**config.mk**
```make
export PLATFORM = sky130hd
export DESIGN_NAME = ica_reg_sink
export DESIGN_NICKNAME = d
export VERILOG_FILES = /design/src/rtl/ica_reg_sink.sv
export SDC_FILE = /design/constraint.sdc
export NUM_CORES = 1
export LEC_CHECK = 0
export BUFFER_PORTS_ARGS = -buffer_cell sky130_fd_sc_hd__buf_2
export CAP_MARGIN = 20
export CORE_MARGIN = 2
export CORE_UTILIZATION = 45
export CTS_CLUSTER_SIZE = 30
export DETAILED_ROUTE_END_ITERATION = 8
export PLACE_DENSITY = 0.72
export SYNTH_ARGS = -nofsm -noshare
export SYNTH_HDL_FRONTEND = slang
export SYNTH_SLANG_ARGS = --single-unit
```
**constraint.sdc**
```tcl
create_clock -name clk -period 3.8 [get_ports clk]
set_input_delay 0 -clock clk [delete_from_list [all_inputs] [get_ports clk]]
set_output_delay 0 -clock clk [all_outputs]
set_load 0.05 [all_outputs]
```
**src/rtl/ica_reg_sink.sv**
```systemverilog
// ICA/DCA register-write sink: buffers writes and applies them during blanking (apply_en).
// Define ICA_SINK_FIFO_EN for the blanking-gated FIFO; otherwise writes apply 1 clock later.
module ica_reg_sink #(
  parameter int unsigned DEPTH = 8
) (
  input  logic                     clk,
  input  logic                     reset,
  input  logic [6:0]               register_adr,
  input  logic [23:0]              register_data,
  input  logic                     register_write,
  input  logic                     apply_en,
  output logic                     clut_we,
  output logic [7:0]               clut_adr,
  output logic [23:0]              clut_data,
  output logic [23:0]              image_coding_method,
  output logic [23:0]              transparency_control,
  output logic [23:0]              plane_order,
  output logic [23:0]              backdrop_color,
  output logic [$clog2(DEPTH):0]   fifo_level,
  output logic                     overflow
);

  localparam int unsigned AW = $clog2(DEPTH);

  logic        w_dec_valid;
  logic [6:0]  w_dec_adr;
  logic [23:0] w_dec_data;

`ifdef ICA_SINK_FIFO_EN
  logic [30:0] r_mem [DEPTH];
  logic [AW:0] r_wptr;
  logic [AW:0] r_rptr;
  logic        r_overflow;
  logic        w_full;
  logic        w_empty;
  logic        w_push;
  logic        w_pop;

  assign w_empty = (r_wptr == r_rptr);
  assign w_full  = (r_wptr[AW] != r_rptr[AW]) && (r_wptr[AW-1:0] == r_rptr[AW-1:0]);
  assign w_pop   = apply_en && !w_empty;
  // A same-cycle pop frees the slot, so a push at full is still accepted.
  assign w_push  = register_write && (!w_full || w_pop);

  always_ff @(posedge clk or posedge reset) begin
    if (reset) begin
      r_wptr     <= '0;
      r_rptr     <= '0;
      r_overflow <= 1'b0;
      for (int i = 0; i < int'(DEPTH); i++) begin
        r_mem[i] <= '0;
      end
    end else begin
      if (w_push) begin
        r_mem[r_wptr[AW-1:0]] <= {register_adr, register_data};
        r_wptr                <= r_wptr + 1'b1;
      end
      if (w_pop) begin
        r_rptr <= r_rptr + 1'b1;
      end
      if (register_write && !w_push) begin
        r_overflow <= 1'b1;
      end
    end
  end

  assign w_dec_valid              = w_pop;
  assign {w_dec_adr, w_dec_data}  = r_mem[r_rptr[AW-1:0]];
  assign fifo_level               = r_wptr - r_rptr;
  assign overflow                 = r_overflow;
`else
  logic w_unused_apply_en;

  assign w_unused_apply_en = apply_en;
  assign w_dec_valid       = register_write;
  assign w_dec_adr         = register_adr;
  assign w_dec_data        = register_data;
  assign fifo_level        = '0;
  assign overflow          = 1'b0;
`endif

  logic        r_clut_we;
  logic [7:0]  r_clut_adr;
  logic [23:0] r_clut_data;
  logic [23:0] r_icm;
  logic [23:0] r_tc;
  logic [23:0] r_po;
  logic [23:0] r_bd;
  logic [1:0]  r_bank;

  always_ff @(posedge clk or posedge reset) begin
    if (reset) begin
      r_clut_we   <= 1'b0;
      r_clut_adr  <= '0;
      r_clut_data <= '0;
      r_icm       <= '0;
      r_tc        <= '0;
      r_po        <= '0;
      r_bd        <= '0;
      r_bank      <= '0;
    end else begin
      r_clut_we <= 1'b0;
      if (w_dec_valid) begin
        if (!w_dec_adr[6]) begin
          r_clut_we   <= 1'b1;
          r_clut_adr  <= {r_bank, w_dec_adr[5:0]};
          r_clut_data <= w_dec_data;
        end else begin
          case (w_dec_adr)
            7'h40:   r_icm  <= w_dec_data;
            7'h41:   r_tc   <= w_dec_data;
            7'h42:   r_po   <= w_dec_data;
            7'h43:   r_bank <= w_dec_data[1:0];
            7'h58:   r_bd   <= w_dec_data;
            default: ;
          endcase
        end
      end
    end
  end

  assign clut_we              = r_clut_we;
  assign clut_adr             = r_clut_adr;
  assign clut_data            = r_clut_data;
  assign image_coding_method  = r_icm;
  assign transparency_control = r_tc;
  assign plane_order          = r_po;
  assign backdrop_color       = r_bd;

endmodule

```
==> flow_metrics.env <==
export IMPL_status="completed"
export IMPL_clkTransAtPathRegs_ns=0.06
export IMPL_worstMarginPinSlew_ns=1.01
export IMPL_grt_overflow=0
export IMPL_placementRows=39
export IMPL_crit_family="simple AND/OR/NAND/NOR gates"
export IMPL_via_per_inst=4.93
export IMPL_synth_xor_area_frac=0
export IMPL_post_dp_hpwl_mm=7.38
export IMPL_fp_dieArea_um2=12500
export IMPL_p_leak_nw=3.97
export IMPL_relSlewSlack=0.328
export IMPL_critPathBufInv=3
export IMPL_hold_class="input pin to async pin"
export IMPL_cts_buffers_inserted=17
export IMPL_finalCritPeriodShare=0.547
export IMPL_cts_tree="done"
export IMPL_ioPinCount=169
export IMPL_hold_viol_final=0
export IMPL_h_tree_depth=4
export IMPL_area_delta_synth_final_pct=35.3
export IMPL_ir_drop_uv=400
export IMPL_crit_chain="dlygate4sd3_1 -> buf_2 -> nor4bb_2 -> buf_4 -> nand4_4 -> mux2_4"
export IMPL_die_width_um=112
export IMPL_mostFrequentLayoutCell="buf_2"
export IMPL_finClkSkew_ns=0.00373
export IMPL_grt_first_pass_wirelength_mm=19.2
export IMPL_crit_arrival_ns=2.37
export IMPL_synth_yosys_seq_area_share=0.626
export IMPL_die_h_um=112
export IMPL_most_common_layout_cells="buf_2, dfrtp_1, mux2_2"
export IMPL_ant_nets=0
export IMPL_cts_sinks=131
export IMPL_grt_max_degree=80
export IMPL_finalSetupViolCount=0
export IMPL_yosys_area_share_simple=0.0227
export IMPL_avgSynthCellArea_um2=18.0
export IMPL_criticalPathCategory="input pin to flip-flop"
export IMPL_cp_required_ns=4.09
export IMPL_final_max_slew_viol_count=0
export IMPL_fin_crit_ns=2.08
export IMPL_grt_pass1_vias=3443
export IMPL_drc=0
export IMPL_gp_congestion=0.761
export IMPL_synth_compound_area_frac=0
export IMPL_post_drt_wl_per_cell_um=18.3
export IMPL_cts_max_path_buffers=2
export IMPL_grt_antenna_before_repair=0
export IMPL_postSynthCellCount=291
export IMPL_critPathLaunchType="input pin"
export IMPL_max_cap_violations=0
export IMPL_rsz0062_at_grt="false"
export IMPL_synth_cell_types=18
export IMPL_critPathSlowestCell="nand4_4"
export IMPL_drtIter0Drc=142
export IMPL_n_antenna_cell=0
export IMPL_syn_cell_area_um2=5240
export IMPL_max_stage_delay_ns=0.61
export IMPL_post_cts_repair_setup_buffers=0
export IMPL_grtUsageTotal=0.201
export IMPL_dr_pass1_iters=4
export IMPL_fin_setup_tns_ns=0
export IMPL_synth_top_family_by_area="multiplexers"
export IMPL_io_buffers=162
export IMPL_clkLatencyLatePin_ns=0.41
export IMPL_synth_seq_cells=131
export IMPL_n_fill_cell=853
export IMPL_utilization=0.623
export IMPL_num_vias=3201
export IMPL_max_freq_mhz=481
export IMPL_pwr_density_cell_nw_per_um2=591
export IMPL_muxShareOfSynthArea=0.322
export IMPL_core_area_um2=11400
export IMPL_start_util=0.461
export IMPL_synthAdderAreaFrac=0
export IMPL_root_buffer="clkbuf_16"
export IMPL_nNetsFinal=528
export IMPL_worstPathMaxFanout=24
export IMPL_worstSetupEndpointType="flip-flop"
export IMPL_layout_drive_gt1_share=0.660
export IMPL_yosys_warnings=0
export IMPL_wl_mm=11.9
-- sequential cells by signal (all words and copies together), names as in the netlist --
name / cells
r_bank: 2
clut_data: 24
transparency_control: 24
image_coding_method: 24
clut_adr: 8
backdrop_color: 24
clut_we: 1
plane_order: 24
-- through the flow --
step                      instance area, um^2  cells  total power, mW  hold slack [ns]  setup WS, ns
after floorplan                          5250    295             2.30            0.132         0.302
after global placement                   6140    585             2.50            0.261          1.78
after detailed placement                 6140    585             2.52            0.270          1.78
after CTS                                7060    648             4.23            0.364          1.68
after global routing                     7090    649             4.34           0.0149          1.59
final                                    7090    649             4.19           0.0268          1.72
-- power by group --
group	internal [mW]	switching [mW]
sequential	1.53	0.0707
combinational	0.264	0.657
clock	1.06	0.605
total	2.86	1.33
-- area by class of cell --
cell class	instances	area, um^2	area share
Clock inverter	13	159	0.0224
Sequential cell	131	3280	0.463
Multi-Input combinational cell	144	1840	0.259
Inverter	2	10.0	0.00141
Timing Repair Buffer	197	1170	0.165
Tap cell	143	179	0.0253
Clock buffer	19	453	0.0639
-- routing by layer --
layer	part of all wire	track usage	vias to the layer above	routed length (um)
met5	0	0	-	0
met1	0.44	0.260	1640	5170
li1	-	-	1431	-
met3	0.058	0.0610	15	684
met4	0.015	0.0765	0	180
met2	0.49	0.322	115	5820
-- kinds of logic after synthesis --
| family | Yosys count |
|---|---|
| buffers and inverters | 20 |
| DFF | 131 |
| muxes | 130 |
| other | 1 |
| and+or+nand+nor | 9 |
-- cell usage after synthesis --
library cell / count / area (um^2)
nand4_4: 1 / 21.3
buf_4: 6 / 45.0
nor2_2: 1 / 6.26
nand4_1: 1 / 6.26
buf_6: 6 / 67.6
buf_2: 5 / 25.0
nand3_4: 1 / 17.5
inv_1: 2 / 7.51
nand4b_4: 2 / 47.6
dfrtp_1: 131 / 3280
nand2b_1: 1 / 6.26
clkbuf_1: 1 / 3.75
mux2_2: 68 / 766
mux2_4: 60 / 901
nor4bb_1: 1 / 10.0
mux2_1: 2 / 22.5
conb_1: 1 / 3.75
nor2_1: 1 / 3.75
-- timing repair --
| action | CTS | global route |
|---|---|---|
| hold endpoints to repair | 205 | 0 |
| endpoints found under the setup margin | 0 | 0 |
| hold buffers | 31 | 0 |
| gates resized for setup | 0 | 0 |
-- path summary, 6_finish.rpt --
kind	start	endpoint	slack, ns	depth (start not counted)
min	reset	backdrop_color[12]	0.03	3
max	register_adr[5]	backdrop_color[23]	1.72	6
min in group clk	register_adr[2]	clut_adr[2]	0.40	3
min reg2reg	image_coding_method[5]	image_coding_method[5]	0.50	1
max reg2reg	image_coding_method[8]	image_coding_method[8]	3.02	1
max in group asynchronous	reset	backdrop_color[3]	2.80	5
(Power assumes the default switching activity.)
